[config.mk]
export PLATFORM = sky130hd
export DESIGN_NAME = alu_control_seq
export DESIGN_NICKNAME = d
export VERILOG_FILES = /design/src/rtl/alu_control_seq.sv
export SDC_FILE = /design/constraint.sdc
export NUM_CORES = 1
export LEC_CHECK = 0
export ABC_AREA = 1
export CAP_MARGIN = 20
export CORE_MARGIN = 5
export CORE_UTILIZATION = 55
export CTS_BUF_LIST = sky130_fd_sc_hd__clkbuf_4 sky130_fd_sc_hd__clkbuf_8 sky130_fd_sc_hd__clkbuf_16
export CTS_CLUSTER_SIZE = 12
export DETAILED_ROUTE_END_ITERATION = 10
export DONT_BUFFER_PORTS = 1
export PLACE_DENSITY = 0.7
export SYNTH_ARGS = -nofsm -noshare
export SYNTH_HDL_FRONTEND = slang
export SYNTH_SLANG_ARGS = --single-unit
[constraint.sdc]
create_clock -name clk -period 1.5 [get_ports clk]
set_input_delay 0.075 -clock clk [delete_from_list [all_inputs] [get_ports clk]]
set_output_delay 0.075 -clock clk [all_outputs]
set_load 0.03 [all_outputs]
[src/rtl/alu_control_seq.sv]
// alu_control_seq: registered ALU control decoder with a small FSM that
// sequences multi-cycle MULT/DIVU operations through the iterative unit.
// Decodes {alu_op_i, alu_function_i} into a 4-bit operation code, registers it
// into EX, stalls upstream while MULT/DIVU are busy and pulses start/done.
// Optional macro ALU_CTRL_STALL_CNT_EN: enables a 32-bit free-running
// stall-cycle counter on stall_cycles_o (tied to zero when undefined).
module alu_control_seq #(
    parameter int MUL_LATENCY = 4,
    parameter int DIV_LATENCY = 32,
    parameter int CNT_WIDTH   = 6
) (
    input  logic        clk,
    input  logic        reset,
    input  logic        valid_i,
    input  logic        flush_i,
    input  logic [2:0]  alu_op_i,
    input  logic [5:0]  alu_function_i,
    output logic [3:0]  alu_operation_o,
    output logic        valid_o,
    output logic        stall_o,
    output logic        start_o,
    output logic        done_o,
    output logic        illegal_o,
    output logic [31:0] stall_cycles_o
);

    typedef enum logic [3:0] {
        OP_ADD     = 4'b0000,
        OP_SUB     = 4'b0001,
        OP_OR      = 4'b0010,
        OP_ORI     = 4'b0011,
        OP_SRL     = 4'b0100,
        OP_SLL     = 4'b0101,
        OP_LUI     = 4'b0110,
        OP_ANDI    = 4'b0111,
        OP_LW      = 4'b1000,
        OP_SW      = 4'b1001,
        OP_MULT    = 4'b1010,
        OP_DIVU    = 4'b1011,
        OP_NOR     = 4'b1100,
        OP_AND     = 4'b1101,
        OP_SLT     = 4'b1110,
        OP_ILLEGAL = 4'b1111
    } alu_op_e;

    typedef enum logic [1:0] {
        IDLE     = 2'd0,
        MUL_BUSY = 2'd1,
        DIV_BUSY = 2'd2
    } state_e;

    // Counter preload: busy lasts exactly LATENCY cycles, ending on cnt==0.
    localparam logic [CNT_WIDTH-1:0] MUL_CNT_INIT = CNT_WIDTH'(MUL_LATENCY - 1);
    localparam logic [CNT_WIDTH-1:0] DIV_CNT_INIT = CNT_WIDTH'(DIV_LATENCY - 1);

    logic [8:0]           sel;
    alu_op_e              dec;

    state_e               state_q, state_d;
    logic [CNT_WIDTH-1:0] cnt_q, cnt_d;
    alu_op_e              op_q, op_d;
    logic                 valid_q, valid_d;
    logic                 start_q, start_d;
    logic                 done_q, done_d;
    logic                 illegal_q, illegal_d;
    logic                 accept;

    assign sel = {alu_op_i, alu_function_i};

    // Combinational decode of the ALUOp/funct selector.
    always_comb begin
        dec = OP_ILLEGAL;
        casez (sel)
            9'b111_100000: dec = OP_ADD;
            9'b000_??????: dec = OP_ADD;
            9'b111_100010: dec = OP_SUB;
            9'b111_100101: dec = OP_OR;
            9'b001_??????: dec = OP_ORI;
            9'b111_000010: dec = OP_SRL;
            9'b111_000000: dec = OP_SLL;
            9'b010_??????: dec = OP_LUI;
            9'b011_??????: dec = OP_ANDI;
            9'b100_??????: dec = OP_LW;
            9'b101_??????: dec = OP_SW;
            9'b111_011000: dec = OP_MULT;
            9'b111_011011: dec = OP_DIVU;
            9'b111_100111: dec = OP_NOR;
            9'b111_100100: dec = OP_AND;
            9'b111_101010: dec = OP_SLT;
            default:       dec = OP_ILLEGAL;
        endcase
    end

    assign accept = valid_i && !flush_i;

    // Next-state and registered-output logic for the sequencing FSM.
    always_comb begin
        state_d   = state_q;
        cnt_d     = cnt_q;
        op_d      = op_q;
        valid_d   = 1'b0;
        start_d   = 1'b0;
        done_d    = 1'b0;
        illegal_d = 1'b0;
        case (state_q)
            IDLE: begin
                if (accept) begin
                    op_d      = dec;
                    valid_d   = 1'b1;
                    illegal_d = (dec == OP_ILLEGAL);
                    if (dec == OP_MULT) begin
                        state_d = MUL_BUSY;
                        cnt_d   = MUL_CNT_INIT;
                        start_d = 1'b1;
                    end else if (dec == OP_DIVU) begin
                        state_d = DIV_BUSY;
                        cnt_d   = DIV_CNT_INIT;
                        start_d = 1'b1;
                    end
                end
            end
            MUL_BUSY, DIV_BUSY: begin
                // Flush wins over completion, so a killed op never reports done.
                if (flush_i) begin
                    state_d = IDLE;
                    cnt_d   = '0;
                    op_d    = OP_ILLEGAL;
                end else if (cnt_q == '0) begin
                    state_d = IDLE;
                    done_d  = 1'b1;
                end else begin
                    cnt_d = cnt_q - CNT_WIDTH'(1);
                end
            end
            default: begin
                state_d = IDLE;
                cnt_d   = '0;
            end
        endcase
    end

    // State, counter and output registers.
    always_ff @(posedge clk or negedge reset) begin
        if (!reset) begin
            state_q   <= IDLE;
            cnt_q     <= '0;
            op_q      <= OP_ILLEGAL;
            valid_q   <= 1'b0;
            start_q   <= 1'b0;
            done_q    <= 1'b0;
            illegal_q <= 1'b0;
        end else begin
            state_q   <= state_d;
            cnt_q     <= cnt_d;
            op_q      <= op_d;
            valid_q   <= valid_d;
            start_q   <= start_d;
            done_q    <= done_d;
            illegal_q <= illegal_d;
        end
    end

    assign alu_operation_o = op_q;
    assign valid_o         = valid_q;
    assign start_o         = start_q;
    assign done_o          = done_q;
    assign illegal_o       = illegal_q;
    assign stall_o         = (state_q != IDLE);

`ifdef ALU_CTRL_STALL_CNT_EN
    logic [31:0] stall_cnt_q;

    // Free-running count of stalled cycles; wraps naturally, cleared by reset.
    always_ff @(posedge clk or negedge reset) begin
        if (!reset) begin
            stall_cnt_q <= '0;
        end else if (stall_o) begin
            stall_cnt_q <= stall_cnt_q + 32'd1;
        end
    end

    assign stall_cycles_o = stall_cnt_q;
`else
    assign stall_cycles_o = '0;
`endif

endmodule

==> results.md <==
- Status: finished, violations left
- Failing checks: negative setup slack
- Final hold violations: 0
- Via count: 1308
- Seq/Total Area, Yosys: 0.283
- Max-slew violation count: 0
- Hold path depth: 2
- Non-Filler Instances: 253
- Leading area contributor after synthesis: dfrtp_1
- Logic pwr share: 0.633
- DR DRC count: 0
- DRT Pass-1 Iters: 4
- Highest fanout seen on the critical path: 4
- Top post-synthesis cells by area: dfrtp_1 (21%), buf_4 (17%), nand3_1 (9.4%)
- P_int: 1.51 mW
- Max-cap check violation count: 0
- Tot GR Track Use: 0.167
- Commonest non-fill, non-tap cell in the layout: conb_1
- # port buffers: 0
- Cts bufs inserted: 3
- Sequential power share: 0.269
- Vias per cell: 5.17
- First-pass GRT wire length: 4640 microns
- Vias in the first global route: 1098
- H-tree levels: 1
- CP cell instances: inv_2 -> ha_4 -> inv_4 -> nor2_4 -> buf_6 -> nand2_1 -> nand2_2 -> nor2_1 -> a21oi_1
- Pwr dens: 1940 nW/um^2
- Skew final: 8.46 ps
- Tcrit/Tclk final: 1.03
- Die area: approximately 3700 sq um
- ANT cells: 0
- Mean post-synth cell area: slightly below 7 sq um
- Initial antenna violation count: 0
- Measured slew at the worst slew-check pin: 720 ps
- Clock Pin Slew Worst Setup and Hold Paths: 100 ps
- RSZ-0062 raised after global routing: yes
- Number of cell rows: 18
- GRT overflow: 0
- R2r worst-path depth: 9
- Synth-to-Final Area Change: 10.0%
- Layout cells sized above 1: 0.238
- Worst hold path class: input port to flip-flop
- Clock tree sinks: 16
- Worst-Skew Late Latency: 310 ps
- Worst R2R Setup Slack: -40 ps
- Most frequent cells in the layout: conb_1 (32), nand2_1 (28), nand3_1 (27)
- Critical setup path kind: flip-flop to flip-flop
- Peak supply drop: roughly 1.4 mV
- P_leak: between 0.7 and 0.8 nW
- Total wire length: 3430 microns
- Final Wtd Congestion: 0.907
- Chip width: 61.0 microns
- Chip height: 61.0 microns
- Synth unique cells: 27
- CP arrival: 1780 ps
- #FFs+latches synth: 16
- Fin worst setup slack: -44.9 ps
- Achievable clock frequency: 647 MHz
- Antenna viol nets, final: 0
- Pin count of the biggest net entering global routing: 17
- Worst rel slew slack: 0.518
- Placed cell count: 238
- Hpwl dp: roughly 2400 microns
- I/O Pins: 54
- Fill cells: around 210
- Final setup violation count: 2
- Total power: 3.05 mW
- Critical path's slowest cell: dfrtp_1
- CTS max path bufs: 2
- Clock root buffer: clkbuf_4
- Max incr delay on CP: 390 ps
- Core area: 2480 sq um
- Mapped cell area: 1430 sq um
- Routed len/inst: 13.6 microns
- First DRT Iteration DRCs: 54
- Sw frac: 0.506
- Synth Warn #: 0
- Starting density of the core: 0.578
- CTS tree: yes
- CP required: 1730 ps
- Worst Setup End Kind: flip-flop
- Mapped Cells: 207
- Tmin final: approximately 1500 ps
- Top-area cell type share of the netlist area: 0.210
- CP startpoint kind: flip-flop
- Fin Setup TNS: -60.7 ps
- Clk network pwr share: 0.097
- Nets: 241
- P_sw: 1.54 mW
[cells in the mapped netlist]
cell,count
nand3_1,27
nand2_1,30
inv_1,29
xor2_1,1
nor2_4,3
o21ai_1,4
inv_2,1
buf_4,32
xnor2_1,1
ha_1,4
buf_6,1
nor2_2,1
nor3_1,1
o22ai_1,2
o21ai_0,11
or2_0,1
dfstp_2,4
nand2_2,2
dfrtp_1,12
nand4_1,4
conb_1,1
nor2_1,26
nand3_2,1
nand2_4,1
nor3_2,2
o21ai_2,1
a21oi_1,4
[cells by family (layout without fill, tap and decap cells)]
family,Yosys count,after routing,synth area share
and+or+nand+nor,99,100,0.332
buffers and inverters,63,47,0.254
AOI/OAI and AO/OA,22,22,0.0812
DFF,16,16,0.283
adders and majority gates,4,4,0.0349
xor gates and xnor gates,2,2,0.0122
other,1,32,0.00262
[routing by layer]
layer / up-vias / wire [microns] / track usage
met3: 15 / 356 / 0.0377
li1: 627 / - / -
met1: 587 / 1320 / 0.215
met4: 0 / 138 / 0.0774
met5: - / 0 / 0
met2: 79 / 1620 / 0.266
[stage by stage]
stage | setup slack [ps] | util | hold slack [ps] | area, sq um
2_1_floorplan | -26.0 | - | -221 | 1570
3_3_place_gp | 23.1 | 0.558 | -220 | 1380
3_5_place_dp | -88.7 | 0.558 | -220 | 1380
4_1_cts | 34.6 | 0.584 | 7.22 | 1450
5_1_grt | -125 | 0.636 | 28.3 | 1580
6_report | -44.9 | 0.636 | 44.8 | 1580
[power by group through the flow]
| stage | Sequential [mW] | Clock (mW) | Combinational, mW |
|---|---|---|---|
| 2_1_floorplan | 0.796 | 0 | 1.19 |
| 3_3_place_gp | 0.815 | 0 | 1.30 |
| 3_5_place_dp | 0.824 | 0 | 1.34 |
| 4_1_cts | 0.814 | 0.293 | 1.40 |
| 5_1_grt | 0.840 | 0.326 | 2.10 |
| 6_report | 0.822 | 0.297 | 1.93 |
[repair_timing]
action,in CTS,in global routing
setup endpoints to repair,4,12
gates cloned,0,1
setup buffers,1,7
pin swaps,1,7
resized for setup,2,22
endpoints found under the hold margin,17,0
hold buffers,2,0
[area by class of cell]
class / instances / area, sq um / area share
Multi-Input combinational cell: 160 / 870 / 0.552
Sequential cell: 16 / 405 / 0.257
Inverter: 30 / 121 / 0.0770
Timing Repair Buffer: 13 / 106 / 0.0675
Tap cell: 30 / 37.5 / 0.0238
Clock buffer: 4 / 36.3 / 0.0230
[state kept, by name (all words and copies together) (netlist names)]
name,cells
start_o,1
alu_operation_o,4
cnt_q,6
done_o,1
state_q,2
illegal_o,1
valid_o,1
[worst max-delay path, delay by kind of cell (launching register included)]
family,cells,cell delay [ps]
AND/OR/NAND/NOR,4,400
flip-flops,1,390
buffers and inverters,3,240
adder cells (fa/ha/maj),1,290
AO/OA/AOI/OAI,1,150
[path summary, 6_finish.rpt]
check	from	end
max reg2reg	state_q[0]$_DFFE_PN0P_	state_q[0]$_DFFE_PN0P_
min reg2reg	cnt_q[3]$_DFFE_PN0P_	cnt_q[3]$_DFFE_PN0P_
max in group asynchronous	reset	illegal_o$_DFF_PN0_
max	state_q[0]$_DFFE_PN0P_	state_q[0]$_DFFE_PN0P_
min	valid_i	valid_o$_DFF_PN0_
min in group asynchronous	reset	cnt_q[0]$_DFFE_PN0P_
Note: power is estimated with default switching activity, not from simulation.
